File: src/rtl/vga_vram_write_scheduler.sv
`timescale 1ns/1ps
// vga_vram_write_scheduler
// Buffers CPU word writes destined for a 320-pixel-wide VRAM line and releases
// them to the VRAM write port only while the selected display-timing gate is
// open. This keeps CPU updates from tearing the visible picture. The queue is a
// small power-of-two FIFO, and at most one VRAM word is written per cycle.
module vga_vram_write_scheduler #(
  parameter int DEPTH = 4,   // queue entries, power of two, 2..16
  parameter int WORDS = 10   // 32-bit VRAM words per line (320 / 32)
) (
  input  logic        clk,
  input  logic        rst_n,
  input  logic        req_valid,
  output logic        req_ready,
  input  logic [3:0]  req_word,
  input  logic [31:0] req_data,
  input  logic [1:0]  mode,
  input  logic        blank,
  input  logic        vblank,
  input  logic        flush,
  input  logic        clear_status,
  output logic        vram_we,
  output logic [3:0]  vram_word,
  output logic [31:0] vram_data,
  output logic [4:0]  level,
  output logic        overflow,
  output logic        bad_addr,
  output logic        idle
);

  localparam int         AW       = (DEPTH > 1) ? $clog2(DEPTH) : 1;
  localparam logic [4:0] LP_DEPTH = 5'(DEPTH);
  localparam logic [4:0] LP_WORDS = 5'(WORDS);

  // Drain gate selection, encoded exactly as the mode input.
  typedef enum logic [1:0] {
    MODE_IMMEDIATE = 2'b00,
    MODE_ANY_BLANK = 2'b01,
    MODE_VBLANK    = 2'b10,
    MODE_HOLD      = 2'b11
  } drain_mode_t;

  // The scheduler is IDLE when empty. When non-empty it is WAIT if the gate is
  // closed and DRAIN if the gate is open.
  typedef enum logic [1:0] {
    S_IDLE  = 2'b00,
    S_WAIT  = 2'b01,
    S_DRAIN = 2'b10
  } state_t;

  typedef struct packed {
    logic [3:0]  word;
    logic [31:0] data;
  } entry_t;

  // Registered state
  entry_t        r_mem [DEPTH];
  logic [AW-1:0] r_wr_ptr;
  logic [AW-1:0] r_rd_ptr;
  logic [4:0]    r_level;
  state_t        r_state;
  logic          r_run;        // low through reset and for the first cycle after release
  logic          r_vram_we;
  logic [3:0]    r_vram_word;
  logic [31:0]   r_vram_data;
  logic          r_overflow;
  logic          r_bad_addr;

  // Combinational decode
  drain_mode_t   w_mode;
  logic          w_gate;
  logic          w_in_range;
  logic          w_accept;
  logic          w_push;
  logic          w_pop;
  logic [4:0]    w_level_nxt;
  state_t        w_state_nxt;

  assign w_mode     = drain_mode_t'(mode);
  assign w_in_range = ({1'b0, req_word} < LP_WORDS);

  // Readiness depends only on registered occupancy plus the flush request.
  // A full queue refuses the request even if an entry pops in the same cycle.
  assign req_ready  = r_run && (r_level != LP_DEPTH) && !flush;
  assign w_accept   = req_valid && req_ready;
  assign w_push     = w_accept && w_in_range;

  // The gate is applied combinationally, so a closing gate stops pops in that
  // very cycle. A non-IDLE state guarantees at least one queued entry.
  assign w_pop      = (r_state != S_IDLE) && w_gate && !flush;

  // When a push and a pop happen together, they cancel and the level is unchanged.
  assign w_level_nxt = r_level + 5'(w_push) - 5'(w_pop);

  // Gate selection from the drain mode and the VGA blanking inputs.
  always_comb begin
    // NOTE: assign a default before the case so every path drives w_gate; a missing assignment would infer a latch.
    w_gate = 1'b0;
    case (w_mode)
      MODE_IMMEDIATE: w_gate = 1'b1;
      MODE_ANY_BLANK: w_gate = blank;
      MODE_VBLANK:    w_gate = vblank;
      MODE_HOLD:      w_gate = 1'b0;
      default:        w_gate = 1'b0;
    endcase
  end

  // Next scheduler state from the upcoming occupancy and the current gate.
  always_comb begin
    w_state_nxt = S_IDLE;
    if (flush || (w_level_nxt == 5'd0)) begin
      w_state_nxt = S_IDLE;
    end else if (w_gate) begin
      w_state_nxt = S_DRAIN;
    end else begin
      w_state_nxt = S_WAIT;
    end
  end

  // Queue storage is written on an in-range accept only.
  always_ff @(posedge clk) begin
    // NOTE: storage is deliberately not reset; the pointers and level alone decide which entries are live.
    if (w_push) begin
      r_mem[r_wr_ptr] <= '{word: req_word, data: req_data};
    end
  end

  // Scheduler FSM, pointers, VRAM write port and sticky status flags.
  always_ff @(posedge clk) begin
    if (!rst_n) begin
      r_run       <= 1'b0;
      r_state     <= S_IDLE;
      r_wr_ptr    <= '0;
      r_rd_ptr    <= '0;
      r_level     <= '0;
      r_vram_we   <= 1'b0;
      r_vram_word <= '0;
      r_vram_data <= '0;
      r_overflow  <= 1'b0;
      r_bad_addr  <= 1'b0;
    end else begin
      // NOTE: sequential state uses non-blocking assignments, so every right-hand side reads pre-edge values.
      r_run   <= 1'b1;
      r_state <= w_state_nxt;

      if (flush) begin
        r_wr_ptr <= '0;
        r_rd_ptr <= '0;
        r_level  <= '0;
      end else begin
        // Power-of-two depth, so pointers wrap naturally at DEPTH.
        if (w_push) r_wr_ptr <= r_wr_ptr + AW'(1);
        if (w_pop)  r_rd_ptr <= r_rd_ptr + AW'(1);
        r_level <= w_level_nxt;
      end

      // The strobe lasts one cycle; word and data hold their last values between writes.
      r_vram_we <= w_pop;
      if (w_pop) begin
        r_vram_word <= r_mem[r_rd_ptr].word;
        r_vram_data <= r_mem[r_rd_ptr].data;
      end

      // If a set event and clear_status arrive together, the set wins.
      if (req_valid && !req_ready) begin
        r_overflow <= 1'b1;
      end else if (clear_status) begin
        r_overflow <= 1'b0;
      end

      if (w_accept && !w_in_range) begin
        r_bad_addr <= 1'b1;
      end else if (clear_status) begin
        r_bad_addr <= 1'b0;
      end
    end
  end

  assign vram_we   = r_vram_we;
  assign vram_word = r_vram_word;
  assign vram_data = r_vram_data;
  assign level     = r_level;
  assign overflow  = r_overflow;
  assign bad_addr  = r_bad_addr;
  assign idle      = (r_level == 5'd0) && !r_vram_we;

  // Structural invariants: occupancy stays bounded, and IDLE means empty.
  a_level_bound: assert property (@(posedge clk) disable iff (!rst_n)
    r_level <= LP_DEPTH);
  a_idle_empty: assert property (@(posedge clk) disable iff (!rst_n)
    (r_state == S_IDLE) == (r_level == 5'd0));

endmodule

File: config.mk
export PLATFORM = sky130hd
export DESIGN_NAME = vga_vram_write_scheduler
export DESIGN_NICKNAME = d
export VERILOG_FILES = /design/src/rtl/vga_vram_write_scheduler.sv
export SDC_FILE = /design/constraint.sdc
export NUM_CORES = 1
export LEC_CHECK = 0
export BUFFER_PORTS_ARGS = -buffer_cell sky130_fd_sc_hd__buf_4
export CAP_MARGIN = 20
export CELL_PAD_IN_SITES_DETAIL_PLACEMENT = 0
export CELL_PAD_IN_SITES_GLOBAL_PLACEMENT = 1
export CORE_MARGIN = 5
export CORE_UTILIZATION = 48
export DETAILED_ROUTE_END_ITERATION = 16
export GPL_TIMING_DRIVEN = 0
export MAX_ROUTING_LAYER = met4
export PLACE_DENSITY = 0.74
export SETUP_SLACK_MARGIN = 0.4
export SYNTH_ARGS = -nofsm -noshare
export SYNTH_HDL_FRONTEND = slang
export SYNTH_SLANG_ARGS = --single-unit
File: constraint.sdc
create_clock -name clk -period 5.6 [get_ports clk]
set_clock_uncertainty 0.2 [all_clocks]
set_input_delay 0.28 -clock clk [delete_from_list [all_inputs] [get_ports clk]]
set_output_delay 0.28 -clock clk [all_outputs]
set_load 0.005 [all_outputs]
# == Yosys cells after proc, flatten, opt, wreduce, memory -nomap -nowiden ==
# Memory sizes are Yosys's and may differ from the RTL's. A register that Yosys moved wholly into a read port is not among the register bits.
# Index checks and enable logic that the tools add are counted.
# classes
n_reduce_logical,23
eq_ne,4
order_cmp,1
mux,8
n_bitwise,1
addsub,4
# ops
operator,count
5-bit logical NOT,2
1-bit logical AND,9
1-bit two-way mux,6
2-bit nonzero test,3
5-bit by 1-bit adder with 5-bit output,1
1-bit logical NOT,5
"5-bit by 3-bit inequality test with 1-bit output, second input constant",1
5-bit by 1-bit subtractor with 5-bit output,1
"2-bit by 1-bit adder with 2-bit output, second input constant",2
"2-bit equality test, second input constant",2
"4-bit less-than comparator, second input constant",1
1-bit case mux with 4 select lines,1
2-bit OR reduction,2
"2-bit by 1-bit equality test with 1-bit output, second input constant",1
2-bit logical NOT,1
2-bit two-way mux,1
1-bit logical OR,1
1-bit NOT,1
# totals
inputBits,45
ramBits,144
ff_bits,15
n_memories,1
# mem_list
name,words,width,rd,rd_ports_with_merged_regs,wr,line,text
r_mem,4,36,1,1,1,57,entry_t r_mem [DEPTH];

# == Logic depth before layout (Yosys ltp) ==
# Gate-level depths: netlist of the first run.
# depth
word_depth,10
ltp_mapped,12
ltp_nobuf,12

# == Worst setup path after synthesis of the first run ==
# Ideal clock, no wire load.
# synth_timing
kind,register to register
start,reg r_level[3] (netlist: level[3])
end,reg r_state[0]
setup_ps,134
t_required_ps,5266
t_arrival_ps,2668
synth_period_minus_slack_ps,3003
n_path_buf,0
stages_incl_launch_ff,13
slack_ps,2597
path_cell_list,dfxtp_1 inv_1 ha_1 a2111oi_4 inv_1 ha_1 inv_1 ha_1 fa_1 nand3b_1 a31oi_1 nor4b_1 a211oi_1
# synth_via
elab_chain_cells,10
# synth_rtl
element,line,text
from (decl),60,logic [4:0] r_level;
from (signal assigned),154,r_level <= w_level_nxt;
5-bit by 3-bit inequality test with 1-bit output,84,assign req_ready = r_run && (r_level != LP_DEPTH) && !flush;
1-bit logical AND (2 in series),84,
1-bit logical AND,85,assign w_accept = req_valid && req_ready;
1-bit logical AND,86,assign w_push = w_accept && w_in_range;
5-bit by 1-bit adder with 5-bit output *,93,assign w_level_nxt = r_level + 5'(w_push) - 5'(w_pop);
5-bit by 1-bit subtractor with 5-bit output *,93,
5-bit logical NOT *,111,if (flush || (w_level_nxt == 5'd0)) begin
1-bit logical OR *,111,
2-bit OR reduction (no line) *,--,
to (signal assigned),144,r_state <= w_state_nxt;
to (decl),61,state_t r_state;
# Mark *: on every way between the ends. The rest lies on a longest branch, timed or not.
# A chain may end at the register's enable or synchronous reset.

# == Worst setup path in the final report of the first run ==
# layout_timing
start,in req_word[2]
end,reg r_state[0]
# layout_via
elab_chain_cells,7
# layout_rtl
element,line,text
from (decl),15,"input logic [3:0] req_word,"
4-bit less-than comparator,80,"assign w_in_range = ({1'b0, req_word} < LP_WORDS);"
1-bit logical AND,86,
5-bit by 1-bit adder with 5-bit output,93,
5-bit by 1-bit subtractor with 5-bit output,93,
5-bit logical NOT,111,
1-bit logical OR,111,
2-bit OR reduction (no line),--,
# Every way passes these cells.

==> flow_metrics.tcl, run 1 <==
set metrics [dict create \
    place_ws_ns 2.18 \
    min_path_type "input port to flop" \
    synth_nets 494 \
    drive_gt1_share_pct 29.6 \
    cts_buffers 17 \
    htreeDepth 4 \
    ctsRootBufferMaster "clkbuf_16" \
    power_switching_uw 565 \
    fmax_ghz 0.278 \
    worst_slew_pin_slew_ns 0.628 \
    wl_mm 14.1 \
    routedWlPerCell_um 17.8 \
    cap_violations 0 \
    fin_area_sq_um 9370 \
    area_growth_pct 27.2 \
    hpwl_mm 9.31 \
    swShare_pct 19.4 \
    path_delay_family "compound AO/OA/AOI/OAI gates" \
    start_util_pct 48.6 \
    drcViolationCount 0 \
    power_density_nw_per_um2 311 \
    num_vias 4092 \
    placementRows 45 \
    arrival_ns 3.68 \
    grt_pass1_vias 4364 \
    dr.first_iter.drc_count 162 \
    ys.flop_type "edfxtp_1" \
    status "complete, no violations" \
    io_pins 91 \
    place_area_sq_um 8390 \
    final_hold_viol_count 0 \
    setup_ws_ns 2.00 \
    diodes 0 \
    ys_ff_latch 195 \
    core_area_sq_um 15100 \
    clk_path_buf_depth 2 \
    timing.final.crit_share_pct 64.3 \
    synthArstFlopShare_pct 0 \
    cts_resized 0 \
    clkSinkCount 195 \
    synth.distinct_cells 38 \
    setup_violations 0 \
    port_buffers 90 \
    synthCells 438 \
    avgViaCountPerCell 5.17 \
    drv_slew 0 \
    cts_tree "built" \
    path_clk_slew_ns 0.06 \
    comb_power_share_pct 5.6 \
    drt-pass1-iter-count 4 \
    worst_path_largest_cell_delay_ns 0.59 \
    grt_max_degree 20 \
    antenna_found_initial 0 \
    syn_area_per_cell_sq_um 16.8 \
    nets 647 \
    grt_pass1_wl_mm 22.9 \
    crit_path_start_kind "input port" \
    cp.required_ns 5.68 \
    die_w_um 134 \
    critical_path_buf_inv_count 4 \
    worstPathCellList "dlygate4sd3_1, buf_4, o21a_1, a2111oi_4, inv_1, ha_1, inv_1, ha_1, fa_1, nand3b_1, a31oi_1, nor4b_1, a211oi_1" \
    synth_edf_count 144 \
    power_leakage_uw 0.00325 \
    rsz0062_at_grt "no" \
    synth-warning-count 0 \
    synth_area_sq_um 7360 \
    end_kind "flop" \
    clk-insertion-delay-late_ns 0.41 \
    gr-usage-all-layers_pct 17.3 \
    finalWeightedCongestion 0.715 \
    crit_type "input port to flop" \
    vdd_drop_max_mv 0.220 \
    crit_path_max_fanout 8 \
    die_h_um 134 \
    p_clk_share_pct 40.4 \
    period_needed_ns 3.60 \
    p_int_uw 2350 \
    die-area_sq_um 17900 \
    grt_overflow_total 0 \
    relSlewSlack_pct 58.1 \
    ys_seq_area_share_pct 72.6 \
    crit_slowest_cell "a2111oi_4" \
    seq_power_share_pct 54.0 \
    antenna_left 0 \
    setup_tns_ns 0 \
    fin_util_pct 61.8 \
]
## cells by family (layout without fill, tap and decap cells)
family	count (synthesis)	count (layout)	share of synthesized area, %
compound gates	52	52	5.47
xor+xnor	3	3	0.357
fa+ha+maj	11	11	1.97
buf+inv	34	200	2.23
flops	195	195	72.6
mux	36	36	11.0
simple gates	107	107	6.39
## cells in the mapped netlist (2+ instances only)
master,instances,area share [%]
dfxtp_1,51,14
buf_6,2,0.31
a21oi_1,5,0.34
edfxtp_1,144,59
ha_1,10,1.7
nor2b_1,4,0.34
mux4_2,36,11
nand2_1,75,3.8
a21boi_0,9,0.92
and2_1,8,0.68
a21boi_1,27,2.8
nor2_1,7,0.36
clkbuf_1,8,0.41
inv_1,12,0.61
nor3b_1,2,0.20
nand2b_1,4,0.34
a211oi_1,2,0.20
buf_2,8,0.54
xnor2_1,3,0.36
buf_4,3,0.31
## final cells by class
class | instances | area (sq um)
plain buffers | 21 | 115
fillers | 1169 | 5780
clock buffers | 19 | 433
well taps | 188 | 235
repair buffers | 134 | 1190
clock inverters | 13 | 141
flip-flops and latches | 195 | 5350
multi-input cells | 209 | 1860
inverters | 13 | 48.8
## cells in the final DEF (no fill, tap or decap), types with 3 or more instances in the layout
cell / instances
a21boi_0: 9
a21boi_1: 27
a21oi_1: 5
and2_1: 4
and2_2: 4
buf_16: 4
buf_2: 8
buf_4: 93
bufinv_16: 3
clkbuf_1: 10
clkbuf_16: 17
clkinv_2: 8
dfxtp_1: 51
dlygate4sd3_1: 40
edfxtp_1: 144
ha_1: 10
inv_1: 12
mux4_2: 36
nand2_1: 75
nand2b_1: 4
nor2_1: 7
nor2b_1: 4
xnor2_1: 3
## registers in the layout, summed over array words and instances (netlist names)
register and flops:
r_wr_ptr 2, r_run 1, r_rd_ptr 2, bad_addr 1, overflow 1, r_state 2, vram_we 1, vram_data 32
vram_word 4, level 5, r_mem 144
## worst reg2reg max path, delay by kind of cell, from the launching register on
kind	cells	cell delay [ns]
buffers and inverters	3	0.21
AOI/OAI and AO/OA	3	0.81
and+or+nand+nor	2	0.53
DFF	1	0.37
adders and majority gates	4	1.15
## power groups by stage
stage | logic [uW] | registers [uW] | clock network [uW]
3_5_place_dp | 143 | 1610 | 0
2_1_floorplan | 66.2 | 1610 | 0
3_3_place_gp | 136 | 1610 | 0
5_1_grt | 179 | 1580 | 1260
4_1_cts | 165 | 1570 | 1200
6_report | 163 | 1570 | 1180
## layer usage
layer | share of wire (%) | track usage [%] | up-vias
li1 | - | - | 1946
met1 | 43 | 21.4 | 2030
met2 | 52 | 28.8 | 96
met3 | 3.9 | 3.75 | 20
met4 | 1.5 | 5.31 | 0
met5 | 0 | - | -
## through the flow
step	std cells	hold slack (ns)	total power, uW
finish	792	0.0268	2910
global route	792	0.0261	3010
CTS	792	0.00960	2940
detailed placement	720	0.247	1750
global placement	716	0.241	1740
floorplan	438	0.108	1670
## timing repair
item / 4_1_cts / 5_1_grt
hold buffers: 40 / 0
buffers inserted: 0 / 0
endpoints found under the setup margin: 0 / 0
hold endpoints to repair: 147 / 0
## worst paths after layout
kind | to | cells past startpoint | start | slack [ns]
worst max-delay path | r_state[0] | 13 | req_word[2] | 2.00
worst min-delay path | level[0] | 3 | flush | 0.03
worst max register to register | r_state[0] | 12 | level[3] | 2.19
worst min register to register | vram_data[11] | 2 | vram_data[11] | 0.25
No activity file was read; power rests on OpenSTA's default activity.
==> run 2, diff against run 1 <==
--- a/config.mk
+++ b/config.mk
@@ -10,11 +10,11 @@
 export CELL_PAD_IN_SITES_DETAIL_PLACEMENT = 0
 export CELL_PAD_IN_SITES_GLOBAL_PLACEMENT = 1
 export CORE_MARGIN = 5
-export CORE_UTILIZATION = 48
+export CORE_UTILIZATION = 44
 export DETAILED_ROUTE_END_ITERATION = 16
 export GPL_TIMING_DRIVEN = 0
 export MAX_ROUTING_LAYER = met4
-export PLACE_DENSITY = 0.74
+export PLACE_DENSITY = 0.71
 export SETUP_SLACK_MARGIN = 0.4
 export SYNTH_ARGS = -nofsm -noshare
 export SYNTH_HDL_FRONTEND = slang
==> constraint.sdc (replaced) <==
create_clock -name clk -period 3.15 [get_ports clk]
set_clock_uncertainty 0.2 [all_clocks]
set_input_delay 0.1575 -clock clk [delete_from_list [all_inputs] [get_ports clk]]
set_output_delay 0.1575 -clock clk [all_outputs]
set_load 0.005 [all_outputs]
==> run 2 against run 1 <==
Die area rose by 8.4%. Non-clock buffer count rose by 11. Critical path type is now flop to flop. Critical path depth is 1 lower. Count of clock-buffer cells in the layout up 2. Sequential power up 78%. Design area up 1.7%. Largest power group unchanged. Utilization shrank 4.2 points.
==> flow_metrics.tcl, run 2 (same netlist as run 1, synthesis figures left out) <==
set metrics [dict create \
    status "complete, no violations" \
    clkSinkCount 195 \
    hpwl_mm 9.73 \
    crit_path_max_fanout 2 \
    r2r_cells 12 \
    r2r-start "level[3]" \
    worstPathCellList "inv_2, ha_4, a2111oi_4, inv_1, ha_1, inv_2, ha_4, fa_2, nand3b_1, a31oi_2, nor4b_2, a211oi_1" \
    num_vias 4165 \
    drcViolationCount 0 \
    relSlewSlack_pct 54.9 \
    grt_pass1_wl_mm 24.4 \
    setup_violations 0 \
    ctsRootBufferMaster "clkbuf_16" \
    ff2ff_setup_slack_ns 0.39 \
    htreeDepth 4 \
    rsz0062_at_grt "yes" \
    crit_path_start_kind "flop" \
    die_h_um 139 \
    final_hold_viol_count 0 \
    worst_path_largest_cell_delay_ns 0.34 \
    clk-insertion-delay-late_ns 0.42 \
    end_kind "flop" \
    drt-pass1-iter-count 4 \
    worstHoldStart "flush" \
    setup_ws_ns 0.390 \
    place_ws_ns -0.000972 \
    layout_commonest_cell "edfxtp_1" \
    area_growth_pct 29.3 \
    finalNonFillerCells 835 \
    avgViaCountPerCell 4.99 \
    finalWeightedCongestion 0.740 \
    diodes 0 \
    grt_overflow_total 0 \
    whs_ns 0.0881 \
    fin_util_pct 57.6 \
    io_pins 91 \
    top_register "r_mem" \
    nets 658 \
    antenna_left 0 \
    grt_pass1_vias 4500 \
    cap_violations 0 \
    vdd_drop_max_mv 0.364 \
    drive_gt1_share_pct 32.7 \
    clk_path_buf_depth 2 \
    crit_type "flop to flop" \
    fmax_ghz 0.362 \
    p_total_uw 5120 \
    die_w_um 139 \
    min_path_cells 4 \
    placementRows 47 \
    hold_end "r_rd_ptr[1]" \
    routedWlPerCell_um 18.1 \
    die-area_sq_um 19400 \
    core_area_sq_um 16500 \
    r2r-end "r_state[0]" \
    wl_mm 15.1 \
    worst_slew_pin_slew_ns 0.676 \
    largest_register_ffs 144 \
    crit_slowest_cell "fa_2" \
    gr-usage-all-layers_pct 16.9 \
    drv_slew 0 \
    fill_cells 1296 \
    cts_tree "built" \
    layout_common_cells "edfxtp_1, buf_4, nand2_1" \
    port_buffers 90 \
    power_leakage_uw 0.00329 \
    arrival_ns 2.85 \
    path_clk_slew_ns 0.07 \
    cp.required_ns 3.24 \
    power_density_nw_per_um2 537 \
    grt_max_degree 26 \
    period_needed_ns 2.76 \
    timing.final.crit_share_pct 87.6 \
    antenna_found_initial 0 \
    place_inst 752 \
    cts_buffers 17 \
    start_util_pct 44.6 \
    dr.first_iter.drc_count 243 \
    min_path_type "input port to flop" \
]
[run 2: changes by cell type in the layout (fill, tap and decap cells not counted), sizes merged]
| cell | change |
|---|---|
| inv | +6 |
| bufinv | -3 |
| clkinv | -5 |
| clkbuf | +2 |
| dlygate4sd3 | +4 |
| buf | +7 |
[run 2: cell type report]
cell class | instances | area [sq um] | area share [%]
buffer | 21 | 121 | 1.27
clock buffer | 21 | 482 | 5.06
clock inverter | 11 | 71.3 | 0.749
timing repair buffer | 145 | 1260 | 13.2
sequential | 195 | 5360 | 56.2
inverter | 13 | 48.8 | 0.513
tap | 220 | 275 | 2.89
multi-input combinational | 209 | 1910 | 20.1
[run 2: worst max-delay path, delay by kind of cell, from the launching register on]
| kind | cells | cell delay (ns) |
|---|---|---|
| DFF | 1 | 0.33 |
| and+or+nand+nor | 2 | 0.42 |
| buffers and inverters | 3 | 0.17 |
| AOI/OAI and AO/OA | 3 | 0.56 |
| adders and majority gates | 4 | 0.95 |
[run 2: worst max-delay path by stage]
stage | start | end | slack (ns) | depth (start not counted)
after CTS | level[3] | r_state[0] | 0.39 | 12
after floorplan | level[3] | r_state[0] | 0.30 | 12
after global routing | level[3] | r_state[0] | 0.25 | 12
after global placement | level[3] | r_mem[2][16] | -0.31 | 4
final | level[3] | r_state[0] | 0.39 | 12
after detailed placement | level[3] | r_state[0] | -0.001 | 12
[run 2: what timing repair did]
item / in CTS / in global routing
setup endpoints to repair: 3 / 3
hold buffers: 44 / 0
pin swaps: 8 / 3
resized for setup: 10 / 2
hold endpoints to repair: 152 / 0
buffers inserted: 6 / 1
gates cloned: 0 / 0
[run 2: power by group]
part / switching (uW) / total (uW) / internal, uW / leakage (uW)
logic: 138 / 310 / 171 / 0.00130
clock network: 907 / 2010 / 1100 / 0.000280
registers: 14.4 / 2800 / 2780 / 0.00171
[run 2: metal layers]
metal / vias up / global-route usage (%) / wire length [um]
met5: - / - / 0
met1: 2091 / 21.3 / 6670
met4: 0 / 5.56 / 185
met2: 93 / 27.3 / 7630
li1: 1963 / - / -
met3: 18 / 3.77 / 647
[run 2: per-stage QoR]
stage | instance area, sq um | TNS, ns
after global routing | 9520 | 0
after detailed placement | 8430 | -0.000972
after CTS | 9500 | 0
after global placement | 8340 | -43.57
final | 9520 | 0
after floorplan | 7390 | 0
==> run 3, diff against run 2 <==
--- a/config.mk
+++ b/config.mk
@@ -9,12 +9,12 @@
 export CAP_MARGIN = 20
 export CELL_PAD_IN_SITES_DETAIL_PLACEMENT = 0
 export CELL_PAD_IN_SITES_GLOBAL_PLACEMENT = 1
-export CORE_MARGIN = 5
 export CORE_UTILIZATION = 44
 export DETAILED_ROUTE_END_ITERATION = 16
 export GPL_TIMING_DRIVEN = 0
 export MAX_ROUTING_LAYER = met4
 export PLACE_DENSITY = 0.71
+export REMOVE_ABC_BUFFERS = 1
 export SETUP_SLACK_MARGIN = 0.4
 export SYNTH_ARGS = -nofsm -noshare
 export SYNTH_HDL_FRONTEND = slang
==> run 3 against run 2 <==
Sequential power hardly changed. Via count is 0.53% higher. Utilization is 1.1 points higher. Worst setup slack gained 0.012 ns. Critical path type unchanged. Critical endpoint unchanged.
==> flow_metrics.tcl, run 3 (same netlist as run 1, synthesis figures left out) <==
set metrics [dict create \
    status "complete, no violations" \
    diodes 0 \
    wl_mm 15.6 \
    period_needed_ns 2.75 \
    die_w_um 131 \
    avgViaCountPerCell 5.13 \
    die-area_sq_um 17300 \
    worstSetupStartpoint "level[3]" \
    grt_max_degree 43 \
    grt_pass1_vias 4329 \
    whs_ns 0.0494 \
    crit_path_start_kind "flop" \
    layout_commonest_cell "edfxtp_1" \
    worst_path_largest_cell_delay_ns 0.35 \
    setup_tns_ns 0 \
    vdd_drop_max_mv 0.385 \
    start_util_pct 45.7 \
    clk-insertion-delay-late_ns 0.42 \
    crit_type "flop to flop" \
    setup_violations 0 \
    power_density_nw_per_um2 540 \
    arrival_ns 2.85 \
    crit_slowest_cell "fa_2" \
    final_hold_viol_count 0 \
    die_h_um 131 \
    cts_buffers 17 \
    drcViolationCount 0 \
    clk_path_buf_depth 2 \
    cp.required_ns 3.25 \
    relSlewSlack_pct 34.1 \
    path_clk_slew_ns 0.07 \
    drv_slew 0 \
    worstPathCellList "inv_2, ha_4, a2111oi_4, inv_1, ha_1, inv_2, ha_4, fa_2, nand3b_1, a31oi_2, nor4b_2, a211oi_1" \
    r2r-start "level[3]" \
    min_path_cells 4 \
    port_buffers 90 \
    htreeDepth 4 \
    dr.first_iter.drc_count 236 \
    gr-usage-all-layers_pct 19.6 \
    drive_gt1_share_pct 32.3 \
    num_vias 4187 \
    ff2ff_setup_slack_ns 0.40 \
    drt-pass1-iter-count 4 \
    end_kind "flop" \
    routedWlPerCell_um 19.1 \
    ctsRootBufferMaster "clkbuf_16" \
    layout_common_cells "edfxtp_1, buf_4, nand2_1" \
    antenna_left 0 \
    hpwl_mm 8.15 \
    grt_overflow_total 0 \
    area_growth_pct 28.5 \
    finalWeightedCongestion 0.762 \
    placementRows 46 \
    clkSinkCount 195 \
    cts_tree "built" \
    largest_register_ffs 144 \
    r2r_cells 12 \
    worstHoldStart "vblank" \
    min_path_type "input port to flop" \
    timing.final.crit_share_pct 87.2 \
    nets 643 \
    fmax_ghz 0.364 \
    top_register "r_mem" \
    power_leakage_uw 0.00322 \
    rsz0062_at_grt "yes" \
    hold_end "r_state[0]" \
    antenna_found_initial 0 \
    core_area_sq_um 16100 \
    io_pins 91 \
    worst_slew_pin_slew_ns 0.988 \
    grt_pass1_wl_mm 24.0 \
    r2r-end "r_state[0]" \
    cap_violations 0 \
    crit_path_max_fanout 2 \
]
-- run 3: cell types whose count changed in the layout (fill, tap and decap cells not counted), moves of 3 or more --
cell / previous run / this run
clkinv_4: 1 / 4
dfxtp_2: 2 / 5
clkbuf_1: 9 / 2
buf_6: 3 / 0
buf_2: 7 / 0
inv_4: 5 / 0
clkinv_1: 0 / 3
-- run 3: worst max-delay path, delay by kind of cell (launching register included) --
family	cells	cell delay, ns
adder cells (fa/ha/maj)	4	0.97
AND/OR/NAND/NOR	2	0.41
flip-flops	1	0.33
buffers and inverters	3	0.17
AO/OA/AOI/OAI	3	0.54
-- run 3: metrics by stage --
step	setup WS [ns]	utilization (%)	instance area, sq um	total power (uW)	std cells
floorplan	-0.231	-	7250	2960	417
global placement	-1.64	50.9	8200	3090	723
detailed placement	-0.971	51.5	8310	3100	728
CTS	0.302	58.4	9410	5160	812
global route	0.253	58.7	9470	5280	816
finish	0.402	58.7	9470	5120	816
-- run 3: report_power, final --
| part | internal, uW | total, uW | switching, uW |
|---|---|---|---|
| sequential | 2790 | 2800 | 18.9 |
| combinational | 168 | 313 | 146 |
| clock | 1090 | 2000 | 913 |
-- run 3: layout make-up --
class / count / area [sq um]
clock buffers: 19 / 433
clock inverters: 13 / 113
fillers: 1289 / 6650
inverters: 13 / 61.3
multi-input cells: 211 / 1940
flip-flops and latches: 195 / 5360
well taps: 216 / 270
repair buffers: 147 / 1270
repair inverters: 2 / 17.5
-- run 3: timing repair --
| action | CTS | global route |
|---|---|---|
| setup endpoints to repair | 7 | 4 |
| pin swaps | 9 | 8 |
| resized for setup | 14 | 7 |
| gates cloned | 3 | 1 |
| hold endpoints to repair | 152 | 0 |
| hold buffers | 43 | 0 |
| setup buffers | 6 | 3 |
-- run 3: how the worst max path moves through the flow --
stage / slack, ns / to / depth (start not counted)
6_report: 0.40 / r_state[0] / 12
5_1_grt: 0.25 / r_state[0] / 12
4_1_cts: 0.30 / r_state[1] / 12
3_5_place_dp: -0.97 / r_state[1] / 11
3_3_place_gp: -1.64 / r_state[0] / 12
2_1_floorplan: -0.23 / r_state[0] / 11
-- run 3: layer usage --
metal / up-vias / routed length [um] / global-route usage, %
met3: 22 / 911 / 4.78
li1: 1949 / - / -
met4: 0 / 253 / 7.04
met5: - / 0 / -
met1: 2094 / 6640 / 24.1
met2: 122 / 7760 / 31.7
